$ cat config.mk
export PLATFORM = sky130hd
export DESIGN_NAME = demux2_8bit_buf_flat
export DESIGN_NICKNAME = d
export VERILOG_FILES = /design/src/rtl/demux2_8bit_buf_pkg.sv /design/src/rtl/demux2_8bit_buf_if.sv /design/src/rtl/demux2_8bit_buf_fifo.sv /design/src/rtl/demux2_8bit_buf.sv /design/src/flat_wrapper.sv
export SDC_FILE = /design/constraint.sdc
export NUM_CORES = 1
export LEC_CHECK = 0
export CORE_UTILIZATION = 50
export CTS_BUF_LIST = sky130_fd_sc_hd__clkbuf_4
export DETAILED_ROUTE_END_ITERATION = 8
export DONT_BUFFER_PORTS = 1
export MAX_ROUTING_LAYER = met4
export PLACE_DENSITY_LB_ADDON = 0.15
export SYNTH_ARGS = -nofsm -noshare
export SYNTH_HDL_FRONTEND = slang
export SYNTH_SLANG_ARGS = --single-unit
$ cat constraint.sdc
create_clock -name clk -period 2.55 [get_ports clk]
set_input_delay 0.51 -clock clk [delete_from_list [all_inputs] [get_ports clk]]
set_output_delay 0.51 -clock clk [all_outputs]
set_load 0.005 [all_outputs]
$ cat src/rtl/demux2_8bit_buf_pkg.sv
// demux2_8bit_buf_pkg: shared selector/output encodings and default sizes for the buffered demux
package demux2_8bit_buf_pkg;
  localparam int DMX_WIDTH = 8;
  localparam int DMX_DEPTH = 2;
  localparam int DMX_AW = $clog2(DMX_DEPTH);
  typedef enum logic {SEL_EXPLICIT = 1'b0, SEL_RR = 1'b1} sel_mode_e;
  typedef enum logic {OUT0 = 1'b0, OUT1 = 1'b1} out_e;
endpackage

$ cat src/rtl/demux2_8bit_buf_if.sv
// demux2_8bit_buf_if: input stream, select controls, both output streams and occupancy counts
interface demux2_8bit_buf_if
  import demux2_8bit_buf_pkg::*;
#(
  parameter int WIDTH = DMX_WIDTH,
  parameter int AW = DMX_AW
);
  logic [WIDTH-1:0] d;
  logic d_valid;
  logic d_ready;
  logic s;
  logic mode;
  logic [WIDTH-1:0] y0;
  logic y0_valid;
  logic y0_ready;
  logic [WIDTH-1:0] y1;
  logic y1_valid;
  logic y1_ready;
  logic [AW:0] cnt0;
  logic [AW:0] cnt1;
  modport master (
    output d, d_valid, s, mode, y0_ready, y1_ready,
    input d_ready, y0, y0_valid, y1, y1_valid, cnt0, cnt1
  );
  modport slave (
    input d, d_valid, s, mode, y0_ready, y1_ready,
    output d_ready, y0, y0_valid, y1, y1_valid, cnt0, cnt1
  );
endinterface

$ cat src/rtl/demux2_8bit_buf_fifo.sv
// sync_fifo_8bit: single-clock FIFO; head is presented combinationally and reads as 0 while empty
module sync_fifo_8bit #(
  parameter int WIDTH = 8,
  parameter int DEPTH = 2,
  parameter int AW = $clog2(DEPTH)
) (
  input  logic             clk,
  input  logic             reset,
  input  logic             wr_en,
  input  logic [WIDTH-1:0] wr_data,
  input  logic             rd_en,
  output logic [WIDTH-1:0] rd_data,
  output logic             full,
  output logic             empty,
  output logic [AW:0]      count
);
  logic [WIDTH-1:0] mem_q [DEPTH];
  logic [WIDTH-1:0] mem_d [DEPTH];
  logic [AW-1:0] wr_ptr_q, wr_ptr_d, rd_ptr_q, rd_ptr_d;
  logic [AW:0] count_q, count_d;
  logic push, pop;
  always_comb begin
    full = count_q == (AW+1)'(DEPTH);
    empty = count_q == '0;
    push = wr_en & ~full;
    pop = rd_en & ~empty;
    mem_d = mem_q;
    if (push) mem_d[wr_ptr_q] = wr_data;
    wr_ptr_d = push ? wr_ptr_q + AW'(1) : wr_ptr_q;
    rd_ptr_d = pop ? rd_ptr_q + AW'(1) : rd_ptr_q;
    count_d = (push & ~pop) ? count_q + (AW+1)'(1) :
              (pop & ~push) ? count_q - (AW+1)'(1) : count_q;
    rd_data = empty ? '0 : mem_q[rd_ptr_q];
    count = count_q;
  end
  always_ff @(posedge clk) begin
    mem_q <= mem_d;
    if (reset) begin
      wr_ptr_q <= '0;
      rd_ptr_q <= '0;
      count_q <= '0;
    end else begin
      wr_ptr_q <= wr_ptr_d;
      rd_ptr_q <= rd_ptr_d;
      count_q <= count_d;
    end
  end
endmodule

$ cat src/rtl/demux2_8bit_buf.sv
// demux2_8bit_buf: 1-to-2 stream demux with explicit or round-robin routing into per-output FIFOs
module demux2_8bit_buf
  import demux2_8bit_buf_pkg::*;
#(
  parameter int WIDTH = DMX_WIDTH,
  parameter int DEPTH = DMX_DEPTH,
  parameter int AW = $clog2(DEPTH)
) (
  input logic clk,
  input logic reset,
  demux2_8bit_buf_if.slave bus
);
  logic rr_q, rr_d;
  out_e tgt;
  logic d_ready, acc, wr0, wr1, rd0, rd1, v0, v1;
  logic full0, full1, empty0, empty1;
  logic [WIDTH-1:0] q0, q1;
  logic [AW:0] c0, c1;
  // readiness looks only at the target FIFO's registered fullness, never at d_valid or a same-cycle pop
  always_comb begin
    tgt = (bus.mode == SEL_RR) ? out_e'(rr_q) : out_e'(bus.s);
    d_ready = ~reset & ~((tgt == OUT1) ? full1 : full0);
    acc = bus.d_valid & d_ready;
    wr0 = acc & (tgt == OUT0);
    wr1 = acc & (tgt == OUT1);
    rr_d = (acc & (bus.mode == SEL_RR)) ? ~rr_q : rr_q;
    v0 = ~reset & ~empty0;
    v1 = ~reset & ~empty1;
    rd0 = v0 & bus.y0_ready;
    rd1 = v1 & bus.y1_ready;
  end
  always_ff @(posedge clk) begin
    if (reset) rr_q <= 1'b0;
    else rr_q <= rr_d;
  end
  sync_fifo_8bit #(.WIDTH(WIDTH), .DEPTH(DEPTH), .AW(AW)) fifo0 (
    .clk(clk), .reset(reset), .wr_en(wr0), .wr_data(bus.d), .rd_en(rd0),
    .rd_data(q0), .full(full0), .empty(empty0), .count(c0)
  );
  sync_fifo_8bit #(.WIDTH(WIDTH), .DEPTH(DEPTH), .AW(AW)) fifo1 (
    .clk(clk), .reset(reset), .wr_en(wr1), .wr_data(bus.d), .rd_en(rd1),
    .rd_data(q1), .full(full1), .empty(empty1), .count(c1)
  );
  assign bus.d_ready = d_ready;
  assign bus.y0_valid = v0;
  assign bus.y1_valid = v1;
  assign bus.y0 = reset ? '0 : q0;
  assign bus.y1 = reset ? '0 : q1;
  assign bus.cnt0 = reset ? '0 : c0;
  assign bus.cnt1 = reset ? '0 : c1;
endmodule

$ cat src/flat_wrapper.sv
// flat-port wrapper written by rule: the top's interface ports become plain ports
module demux2_8bit_buf_flat import demux2_8bit_buf_pkg::*;
#(
  parameter int WIDTH = DMX_WIDTH,
  parameter int DEPTH = DMX_DEPTH,
  parameter int AW = $clog2(DEPTH)
)
  (clk, reset, bus_d, bus_d_valid, bus_s, bus_mode, bus_y0_ready, bus_y1_ready, bus_d_ready, bus_y0, bus_y0_valid, bus_y1, bus_y1_valid, bus_cnt0, bus_cnt1);
  demux2_8bit_buf_if #(.WIDTH(WIDTH), .AW(AW)) bus_i ();
  input logic clk;
  input logic reset;
  input wire logic [$bits(bus_i.d)-1:0] bus_d;
  input wire logic [$bits(bus_i.d_valid)-1:0] bus_d_valid;
  input wire logic [$bits(bus_i.s)-1:0] bus_s;
  input wire logic [$bits(bus_i.mode)-1:0] bus_mode;
  input wire logic [$bits(bus_i.y0_ready)-1:0] bus_y0_ready;
  input wire logic [$bits(bus_i.y1_ready)-1:0] bus_y1_ready;
  output wire logic [$bits(bus_i.d_ready)-1:0] bus_d_ready;
  output wire logic [$bits(bus_i.y0)-1:0] bus_y0;
  output wire logic [$bits(bus_i.y0_valid)-1:0] bus_y0_valid;
  output wire logic [$bits(bus_i.y1)-1:0] bus_y1;
  output wire logic [$bits(bus_i.y1_valid)-1:0] bus_y1_valid;
  output wire logic [$bits(bus_i.cnt0)-1:0] bus_cnt0;
  output wire logic [$bits(bus_i.cnt1)-1:0] bus_cnt1;
  assign bus_i.d = bus_d;
  assign bus_i.d_valid = bus_d_valid;
  assign bus_i.s = bus_s;
  assign bus_i.mode = bus_mode;
  assign bus_i.y0_ready = bus_y0_ready;
  assign bus_i.y1_ready = bus_y1_ready;
  assign bus_d_ready = bus_i.d_ready;
  assign bus_y0 = bus_i.y0;
  assign bus_y0_valid = bus_i.y0_valid;
  assign bus_y1 = bus_i.y1;
  assign bus_y1_valid = bus_i.y1_valid;
  assign bus_cnt0 = bus_i.cnt0;
  assign bus_cnt1 = bus_i.cnt1;
  demux2_8bit_buf #(.WIDTH(WIDTH), .DEPTH(DEPTH), .AW(AW)) u_core (.clk(clk), .reset(reset), .bus(bus_i));
endmodule
==> key figures <==
Worst setup path
  • Crit path max-delay family: simple AND/OR/NAND/NOR gates
  • Reg2Reg Depth: 6
  • Crit Reg-Reg Endpoint: u_core.fifo0.count[1]$_SDFFE_PP0P_
  • Reg2reg start: u_core.fifo0.count[0]$_SDFFE_PP0P_
  • Max Fanout on Critical Path: 9
  • CP cell instances: o21bai_2, inv_1, nand2_1, ha_1, or4_1, nand2_1
  • CP required: 2860 ps
  • WP buf/inv: 1
  • WP data arrival: 2340 ps
  • WP depth: 6
  • Setup crit end: u_core.fifo0.count[1]$_SDFFE_PP0P_
  • Slowest stage delay, CP: 530 ps
  • Worst setup EP type: flip-flop
  • Reg2Reg Setup Slack: 520 ps
  • CP dominant cell by count: nand2_1
  • CP Launch Point: u_core.fifo0.count[0]$_SDFFE_PP0P_
  • Startpoint Class: flip-flop
  • CP Class: flip-flop to flip-flop
  • Critical path's slowest cell: or4_1

Floorplanning
  • IO Count: 38
  • Die H: 61.3 microns
  • Initial Util: 0.523
  • DIE AREA: 0.00376 sq mm
  • Num rows: 21
  • Core area: 0.00336 sq mm
  • Die X-Extent: 61.3 microns

Power
  • Maximum vdd drop: 0.443 mV
  • Total power: 1.41 mW
  • Leak: 0.680 nW
  • Power Density: 739 mW/mm^2

Synthesis
  • Most frequent cell after synthesis: edfxtp_1
  • Yosys warnings: 0
  • Synthesized net count: 146
  • Mapped Area: 0.00176 sq mm
  • Fraction of registers with async set/reset: 0
  • Largest cells by area after synthesis: edfxtp_1 55%, mux2i_1 11%, dfxtp_1 10%
  • Number of synthesized flops with an enable pin: 32
  • Mean post-synth cell area: 13.6 sq um
  • Synth unique cells: 21
  • #FFs+latches synth: 41
  • Top cell type's share of synthesized area: 0.547
  • Main synth FF type: edfxtp_1
  • Post-synth top cells: 32 x edfxtp_1, 24 x nor2_1, 19 x mux2i_1
  • Mapped Cells: 129
  • Dominant cell type by area after synthesis: edfxtp_1
  • Post-synthesis sequential area ratio: 0.649

Drt
  • DRC violation count after routing: 0
  • Vias: 974
  • Total Routed Length: 3180 microns
  • Routed vias/inst: 5.32
  • WL/cell: 17.4 microns
  • First-pass DRT Iterations: 4
  • Number of routed nets with antenna violations: 0
  • DRT iter0 DRCs: 48

CTS
  • Sink Count: 41
  • Number of setup buffers added after CTS: 0
  • Worst-path clk slew: 120 ps
  • Skew-Pair Late Insertion Delay: 350 ps
  • Clock Path Buffers: 2
  • CTS Buf Count: 5
  • Post-cts resize count: 0
  • Hold Buf Count CTS: 0
  • CTS root buffer: clkbuf_4
  • CTS tree: yes
  • H-tree levels: 2

Cells and area
  • Final Util: 0.567
  • Filler cells: 304
  • Fin area: 0.00191 sq mm
  • Final cell count without fillers: 183
  • Multi-input logic area: 589 sq um
  • Synth-to-layout area growth: 8.40%
  • Nets: 153
  • Share of cells above drive strength 1: 0.146
  • Ant. Diodes: 0
  • Reg area: 0.00114 sq mm

Placement
  • Port bufs: 0
  • Placed Cells: 175
  • Dpl ws: 519 ps
  • Area after DPL: 0.00183 sq mm
  • DP HPWL: 2120 microns
  • RePlAce Congestion: 0.854

Timing
  • Unrepaired setup endpoints after global routing: no
  • Max-slew violations: 0
  • Max Clk Rate: 493 MHz
  • Setup ws final: 521 ps
  • Hold Vio Cnt, Final: 0
  • Final setup TNS: 0 ps
  • Slew of the pin with the lowest slew margin: 589 ps
  • Final worst-path cycle share: 0.796
  • Min Tclk post-route: 2030 ps
  • Setup Viol. Count Final: 0
  • Setup Skew: 10.4 ps
  • Slew Limit Headroom: 0.607
  • Worst hold slack: 208 ps

Run status
  • Outcome: completed

Global routing
  • Vias in the first global route: 954
  • First-pass GRT wire length: 4620 microns
  • Largest net degree at the start of global routing: 25
  • Congestion Overflow GR: 0
  • Initial antenna violation count: 0
  • GRT Total Usage: 0.193

Flow run
  • Max Cap Viol: 0

Min path
  • Worst Hold Class: input pin to flip-flop
flip-flops by register name (all words and copies together), names as in the netlist:
signal	flops
u_core.fifo1.mem_q	16
u_core.fifo0.count	2
u_core.fifo1.rd_ptr_q	1
u_core.rr_q	1
u_core.fifo0.wr_ptr_q	1
u_core.fifo1.wr_ptr_q	1
u_core.fifo1.count	2
u_core.fifo0.mem_q	16
u_core.fifo0.rd_ptr_q	1
area by class of cell:
class | instances | area share
Sequential cell | 41 | 0.599
Timing Repair Buffer | 4 | 0.0158
Clock buffer | 6 | 0.0236
Clock inverter | 2 | 0.0184
Inverter | 2 | 0.00394
Multi-Input combinational cell | 82 | 0.309
Tap cell | 46 | 0.0302
worst register-to-register path: stages (launching register included):
cell	delay, ps
dfxtp_1	390
o21bai_2	430
inv_1	140
nand2_1	150
ha_1	270
or4_1	530
nand2_1	80
placed cells by master (no fill, tap or decap), drive strengths merged:
cell and count:
nand3 2, o21ai 2, inv 2, and4 1, nor3 4, nor2 24, nor3b 2, edfxtp 32
mux2i 19, nand2b 4, clkinv 1, ha 2, nand2 4, dfxtp 9, clkbuf 6, mux2 3
bufinv 1, nor2b 6, a31oi 1, or4 2, xor2 4, o21bai 2, buf 4
worst min-delay path by stage:
stage | from | end | slack [ps] | cells after the start
2_1_floorplan | u_core.rr_q$_SDFFE_PP0P_ | u_core.rr_q$_SDFFE_PP0P_ | 530 | 2
3_3_place_gp | u_core.rr_q$_SDFFE_PP0P_ | u_core.rr_q$_SDFFE_PP0P_ | 550 | 2
3_5_place_dp | u_core.rr_q$_SDFFE_PP0P_ | u_core.rr_q$_SDFFE_PP0P_ | 560 | 2
4_1_cts | reset | u_core.fifo0.count[0]$_SDFFE_PP0P_ | 200 | 1
5_1_grt | reset | u_core.fifo0.count[0]$_SDFFE_PP0P_ | 190 | 1
6_report | reset | u_core.fifo0.count[0]$_SDFFE_PP0P_ | 210 | 1
per-layer routing:
| metal | part of all wire | vias to the layer above | GRT usage |
|---|---|---|---|
| li1 | - | 476 | - |
| met4 | 0.017 | 0 | 0.0877 |
| met3 | 0.039 | 8 | 0.0525 |
| met1 | 0.45 | 460 | 0.230 |
| met2 | 0.49 | 30 | 0.304 |
| met5 | 0 | - | - |
power breakdown:
part | switching (mW) | internal, mW
registers | 0.0483 | 0.760
logic | 0.0884 | 0.0825
clock network | 0.213 | 0.216
total | 0.349 | 1.06
cell families (layout without fill, tap and decap cells):
family	count (synthesis)	count (layout)	synth area share
and+or+nand+nor	49	49	0.145
DFF	41	41	0.649
muxes	22	22	0.134
buffers and inverters	6	14	0.0157
AOI/OAI and AO/OA	5	5	0.0221
xor gates and xnor gates	4	4	0.0199
adders and majority gates	2	2	0.0142
Power figures use the tool's default switching activity.
